**config.mk**
```make
export PLATFORM = sky130hd
export DESIGN_NAME = hazard_unit
export DESIGN_NICKNAME = d
export VERILOG_FILES = /design/src/rtl/hazard_pkg.sv /design/src/rtl/hazard_mem_fsm.sv /design/src/rtl/hazard_unit.sv
export SDC_FILE = /design/constraint.sdc
export NUM_CORES = 1
export LEC_CHECK = 0
export ABC_AREA = 1
export BUFFER_PORTS_ARGS = -buffer_cell sky130_fd_sc_hd__buf_2
export CORE_MARGIN = 1.5
export CORE_UTILIZATION = 38
export CTS_CLUSTER_DIAMETER = 120
export DETAILED_ROUTE_END_ITERATION = 6
export GPL_ROUTABILITY_DRIVEN = 0
export PLACE_DENSITY = 0.8
export SYNTH_ARGS = -nofsm -noshare
export SYNTH_HDL_FRONTEND = slang
export SYNTH_SLANG_ARGS = --single-unit
export TNS_END_PERCENT = 100
```
**constraint.sdc**
```tcl
create_clock -name clk_i -period 1.15 [get_ports clk_i]
set_input_delay 0.115 -clock clk_i [delete_from_list [all_inputs] [get_ports clk_i]]
set_output_delay 0.115 -clock clk_i [all_outputs]
set_load 0.1 [all_outputs]
```
**src/rtl/hazard_pkg.sv**
```systemverilog
// Shared types and constants for the pipeline hazard unit: forward selects,
// memory-wait FSM states and the bundle of stall/flush controls.
package hazard_pkg;

  typedef enum logic [1:0] {
    FWD_REG = 2'b00,
    FWD_W   = 2'b01,
    FWD_M   = 2'b10
  } fwd_sel_e;

  typedef enum logic {
    IDLE = 1'b0,
    WAIT = 1'b1
  } mem_state_e;

  localparam logic [1:0] RESULT_SRC_LOAD = 2'b01;

  typedef struct packed {
    logic stall_f;
    logic stall_d;
    logic stall_e;
    logic stall_m;
    logic flush_d;
    logic flush_e;
    logic flush_w;
  } hazard_ctrl_t;

endpackage

```
**src/rtl/hazard_mem_fsm.sv**
```systemverilog
// Data-memory wait tracker: freezes the pipe while a load/store in M is unacknowledged,
// with a bounded wait (MEM_TIMEOUT stalled cycles) and a sticky timeout error flag.
module hazard_mem_fsm
  import hazard_pkg::*;
#(
  parameter int unsigned MEM_TIMEOUT = 16
) (
  input  logic clk_i,
  input  logic rst_i,
  input  logic mem_req_i,
  input  logic mem_ack_i,
  output logic mem_stall_o,
  output logic mem_err_o
);

  localparam int unsigned CNT_W = $clog2(MEM_TIMEOUT + 1);

  mem_state_e       state_q, state_d;
  logic [CNT_W-1:0] cnt_q, cnt_d;
  logic             err_q, err_d;

  always_ff @(posedge clk_i) begin
    if (rst_i) begin
      state_q <= IDLE;
      cnt_q   <= '0;
      err_q   <= 1'b0;
    end else begin
      state_q <= state_d;
      cnt_q   <= cnt_d;
      err_q   <= err_d;
    end
  end

  // cnt_q holds the number of stalled cycles already spent on the current access
  always_comb begin
    state_d     = state_q;
    cnt_d       = cnt_q;
    err_d       = err_q;
    mem_stall_o = 1'b0;
    case (state_q)
      IDLE: begin
        cnt_d = '0;
        if (mem_req_i && !mem_ack_i) begin
          mem_stall_o = 1'b1;
          state_d     = WAIT;
          cnt_d       = CNT_W'(1);
        end
      end
      WAIT: begin
        if (!mem_req_i || mem_ack_i) begin
          state_d = IDLE;
          cnt_d   = '0;
        end else if (cnt_q == CNT_W'(MEM_TIMEOUT)) begin
          err_d   = 1'b1;
          state_d = IDLE;
          cnt_d   = '0;
        end else begin
          mem_stall_o = 1'b1;
          cnt_d       = cnt_q + CNT_W'(1);
        end
      end
      default: begin
        state_d = IDLE;
        cnt_d   = '0;
      end
    endcase
  end

  assign mem_err_o = err_q;

endmodule

```
**src/rtl/hazard_unit.sv**
```systemverilog
// Pipeline hazard unit: operand forwarding, load-use bubble, branch flush and
// data-memory wait stalls. Define HAZARD_PERF_CNT_EN to add stall/flush counters.
module hazard_unit
  import hazard_pkg::*;
#(
  parameter int unsigned REGISTER_ADDRESS_WIDTH = 5,
  parameter int unsigned MEM_TIMEOUT            = 16,
  parameter int unsigned COUNTER_WIDTH          = 32
) (
  input  logic                              clk_i,
  input  logic                              rst_i,
  input  logic [REGISTER_ADDRESS_WIDTH-1:0] Rs1D_i,
  input  logic [REGISTER_ADDRESS_WIDTH-1:0] Rs2D_i,
  input  logic [REGISTER_ADDRESS_WIDTH-1:0] Rs1E_i,
  input  logic [REGISTER_ADDRESS_WIDTH-1:0] Rs2E_i,
  input  logic [REGISTER_ADDRESS_WIDTH-1:0] RdE_i,
  input  logic [1:0]                        ResultSrcE_i,
  input  logic                              PCSrcE_i,
  input  logic [REGISTER_ADDRESS_WIDTH-1:0] RdM_i,
  input  logic                              RegWriteM_i,
  input  logic [REGISTER_ADDRESS_WIDTH-1:0] RdW_i,
  input  logic                              RegWriteW_i,
  input  logic                              MemReqM_i,
  input  logic                              MemAckM_i,
  output logic [1:0]                        ForwardAE_o,
  output logic [1:0]                        ForwardBE_o,
  output logic                              StallF_o,
  output logic                              StallD_o,
  output logic                              StallE_o,
  output logic                              StallM_o,
  output logic                              FlushD_o,
  output logic                              FlushE_o,
  output logic                              FlushW_o,
  output logic                              MemErr_o
`ifdef HAZARD_PERF_CNT_EN
  ,
  output logic [COUNTER_WIDTH-1:0]          StallCount_o,
  output logic [COUNTER_WIDTH-1:0]          FlushCount_o
`endif
);

  fwd_sel_e     fwd_a_c, fwd_b_c;
  logic         lw_stall_c;
  logic         mem_stall_c;
  hazard_ctrl_t ctrl_c;

  // M-stage result has priority over W-stage; x0 is never forwarded
  always_comb begin
    fwd_a_c = FWD_REG;
    fwd_b_c = FWD_REG;
    if (RegWriteM_i && (RdM_i != '0) && (RdM_i == Rs1E_i)) begin
      fwd_a_c = FWD_M;
    end else if (RegWriteW_i && (RdW_i != '0) && (RdW_i == Rs1E_i)) begin
      fwd_a_c = FWD_W;
    end
    if (RegWriteM_i && (RdM_i != '0) && (RdM_i == Rs2E_i)) begin
      fwd_b_c = FWD_M;
    end else if (RegWriteW_i && (RdW_i != '0) && (RdW_i == Rs2E_i)) begin
      fwd_b_c = FWD_W;
    end
  end

  assign ForwardAE_o = fwd_a_c;
  assign ForwardBE_o = fwd_b_c;

  assign lw_stall_c = (ResultSrcE_i == RESULT_SRC_LOAD) && (RdE_i != '0) &&
                      ((RdE_i == Rs1D_i) || (RdE_i == Rs2D_i));

  hazard_mem_fsm #(
    .MEM_TIMEOUT (MEM_TIMEOUT)
  ) u_mem_fsm (
    .clk_i       (clk_i),
    .rst_i       (rst_i),
    .mem_req_i   (MemReqM_i),
    .mem_ack_i   (MemAckM_i),
    .mem_stall_o (mem_stall_c),
    .mem_err_o   (MemErr_o)
  );

  // A frozen pipe defers branch and load-use actions; a taken branch beats load-use
  always_comb begin
    ctrl_c = '0;
    if (mem_stall_c) begin
      ctrl_c.stall_f = 1'b1;
      ctrl_c.stall_d = 1'b1;
      ctrl_c.stall_e = 1'b1;
      ctrl_c.stall_m = 1'b1;
      ctrl_c.flush_w = 1'b1;
    end else if (PCSrcE_i) begin
      ctrl_c.flush_d = 1'b1;
      ctrl_c.flush_e = 1'b1;
    end else if (lw_stall_c) begin
      ctrl_c.stall_f = 1'b1;
      ctrl_c.stall_d = 1'b1;
      ctrl_c.flush_e = 1'b1;
    end
  end

  assign StallF_o = ctrl_c.stall_f;
  assign StallD_o = ctrl_c.stall_d;
  assign StallE_o = ctrl_c.stall_e;
  assign StallM_o = ctrl_c.stall_m;
  assign FlushD_o = ctrl_c.flush_d;
  assign FlushE_o = ctrl_c.flush_e;
  assign FlushW_o = ctrl_c.flush_w;

`ifdef HAZARD_PERF_CNT_EN
  logic [COUNTER_WIDTH-1:0] stall_cnt_q, flush_cnt_q;

  // Free-running event counters; wrap naturally at all-ones
  always_ff @(posedge clk_i) begin
    if (rst_i) begin
      stall_cnt_q <= '0;
      flush_cnt_q <= '0;
    end else begin
      if (ctrl_c.stall_f) stall_cnt_q <= stall_cnt_q + COUNTER_WIDTH'(1);
      if (ctrl_c.flush_d) flush_cnt_q <= flush_cnt_q + COUNTER_WIDTH'(1);
    end
  end

  assign StallCount_o = stall_cnt_q;
  assign FlushCount_o = flush_cnt_q;
`endif

endmodule

```
==> reports/metrics.yaml <==
status: "finished, violations left"
failed_checks: "setup timing"
regArea_um2: 143.9
worst_slew_pin_slew_ns: 0.2702
post_drt_via_cell_ratio: 4.628
htreeDepth: 1
maxCapViolCount: 0
clock_skew_ns: 0.002643
p_seq_frac: 0.232
slowest_delay_ns: 0.32
final_hold_viol_count: 0
vdd_drop_max_mv: 0.4251
drc_errors: 0
dieArea_um2: 2556
yosysWarnings: 0
required_ns: 1.03
rr_worst_depth: 8
clock_sinks: 7
overflow: 0
relSlewSlack: 0.8193
num_io_pins: 56
p_sw_uw: 429.2
fmax_mhz: 610.7
syn_area_um2: 859.6
p_sw_frac: 0.4015
synth_nets: 184
root_buffer: "clkbuf_4"
detailed_place_hpwl_um: 1891
yosysSeqAreaShare: 0.1630
clkTransAtPathRegs_ns: 0.05
antenna_found_initial: 0
critPathKind: "reg -> out"
start_kind: "flop"
layout.cells.non_filler: 234
finalMaxSlewViolations: 0
fin_ws_ns: -0.4875
clockPowerShare: 0.211
synth.avg_cell_area_um2: 6.229
ys_ff_latch: 7
grt_pass1_wl_um: 4181
synth_area_leaders: "dfxtp_1 (16%), xnor2_1 (16%), nand2_1 (13%)"
critPathCaptureType: "output pin"
fin_util: 0.7757
fillers: 158
rsz0062_at_grt: "yes"
crit_arrival_ns: 1.52
start_util: 0.3962
dr.pass1.iters: 6
cts_made_buffers: 3
vias: 1083
grtUsageTotal: 0.2148
dp_cells: 226
clk_path_buf_depth: 2
cp_max_fo: 5
synth_edf_count: 0
fin_tns_setup_ns: -3.690
synth_most_common_cell: "nand2_1"
p_per_area_nw_per_um2: 635.2
clkLatencyLatePin_ns: 0.26
synthArstFlopShare: 0
internal_power_uw: 639.8
die_w_um: 50.56
crit_path_top_delay_cell: "dfxtp_2"
finalCritPeriodShare: 1.424
placed_area_um2: 1429
synth_common_cells: "nand2_1 (30), inv_1 (22), nor2_1 (22)"
hold_path_class: "in -> reg"
diodes: 0
hold_depth: 2
drive_gt1_frac: 0.5291
setup_viol: 10
fin_crit_ns: 1.637
worstPathCellList: "inv_2, ha_4, nand3_4, o21ai_4, nand2_2, clkinvlp_4, buf_12"
netlist_instances: 138
synth-main-ff-cell: "dfxtp_1"
wl_per_cell_um: 11.93
die_y_um: 50.56
hold_ws_ns: 0.06245
drtAntennaViolNets: 0
numPortBuffers: 55
grt_max_degree: 6
pre_cts_ws_ns: -0.2560
multiInputGateArea_um2: 788.3
nets: 253
area_growth_pct: 95.78
comb_power_share: 0.557
fin_area_um2: 1683
cts_tree: "yes"
wl_um: 2791
fp-row-count: 17
coreArea_um2: 2170
yosys.area.top_type: "dfxtp_1"
p_leak_nw: 0.8256
yosys.area.top_type_share: 0.1630
first_global_vias: 1024
synth.distinct_cells: 21
power_mw: 1.069
drtIter0Drc: 10
-- kinds of logic (layout without fill, tap and decap cells) --
kind of cell    after synthesis  in the layout  synth area share
compound gates                5              5           0.04949
xor+xnor                     25             25            0.2547
fa+ha+maj                     2              2           0.02911
buf+inv                      26             94            0.1266
flops                         7              7            0.1630
simple gates                 73             73            0.3770
-- cell usage in the layout, fill, tap and decap left out --
| master | synthesis | final |
|---|---|---|
| buf_2 | 0 | 29 |
| nand2_1 | 30 | 27 |
| nor2_1 | 22 | 18 |
| inv_1 | 22 | 18 |
| buf_4 | 3 | 16 |
| buf_6 | 0 | 12 |
| buf_12 | 0 | 9 |
| xnor2_1 | 16 | 8 |
| xnor2_2 | 0 | 8 |
| nand3_1 | 11 | 8 |
| xor2_1 | 9 | 7 |
| nor2_2 | 2 | 5 |
| dfxtp_1 | 7 | 4 |
| inv_2 | 1 | 3 |
| nand3_2 | 1 | 3 |
| clkbuf_4 | 0 | 3 |
| dfxtp_2 | 0 | 3 |
| o21ai_4 | 1 | 2 |
| nor3_4 | 0 | 2 |
| nor3_2 | 2 | 2 |
| xor2_2 | 0 | 2 |
| clkinvlp_4 | 0 | 2 |
| nand3b_1 | 2 | 2 |
| nand2_4 | 0 | 2 |
| o21ai_0 | 1 | 1 |
| nor2_4 | 0 | 1 |
| nand3_4 | 0 | 1 |
| nand4_1 | 1 | 1 |
| nand2_2 | 0 | 1 |
| a21oi_1 | 1 | 1 |
| a211oi_2 | 0 | 1 |
| ha_4 | 0 | 1 |
| ha_1 | 2 | 1 |
| clkbuf_1 | 0 | 1 |
| buf_8 | 0 | 1 |
-- critical path: cells and delay by family, from the launching register on --
kind / cells / cell delay (ns)
buffers and inverters: 3 / 0.34
DFF: 1 / 0.32
AOI/OAI and AO/OA: 1 / 0.25
and+or+nand+nor: 2 / 0.21
adders and majority gates: 1 / 0.13
-- final timing paths --
path,startpoint,endpoint,slack (ns)
min,rst_i,u_mem_fsm.cnt_q[0],0.06
max reg2reg,u_mem_fsm.cnt_q[0],u_mem_fsm.cnt_q[0],-0.18
max,u_mem_fsm.cnt_q[0],FlushD_o,-0.49
min reg2reg,u_mem_fsm.mem_err_o,u_mem_fsm.mem_err_o,0.50
-- state kept, by name, summed over array words and instances, names as in the netlist --
register / cells
u_mem_fsm.cnt_q: 5
u_mem_fsm.state_q: 1
u_mem_fsm.mem_err_o: 1
-- per-layer routing --
metal | share of wire | track usage | vias up | wire length [µm]
met5 | 0 | 0 | - | 0
met1 | 0.33 | 0.2164 | 470 | 926
met2 | 0.58 | 0.4232 | 56 | 1616
li1 | - | - | 553 | -
met3 | 0.076 | 0.04167 | 4 | 211
met4 | 0.013 | 0.08559 | 0 | 37
-- power by group through the flow --
stage	Combinational (mW)	Clock, mW	Sequential [mW]
floorplan	0.318	0	0.253
global placement	0.493	0	0.253
detailed placement	0.499	0	0.253
CTS	0.544	0.231	0.248
global route	0.633	0.242	0.248
finish	0.595	0.226	0.248
-- repair_timing --
action	CTS	global route
pin swaps	15	15
gates resized for setup	25	22
setup endpoints to repair	11	13
buffers inserted	2	2
endpoints found under the hold margin	0	0
hold buffers	0	0
-- layout make-up --
type                            instances  share of cell area
Timing Repair Buffer                   67              0.3539
Inverter                               23             0.05576
Clock buffer                            4             0.01561
Sequential cell                         7             0.08550
Multi-Input combinational cell        105              0.4684
Tap cell                               28             0.02082
Note: power is estimated with default switching activity, not from simulation.
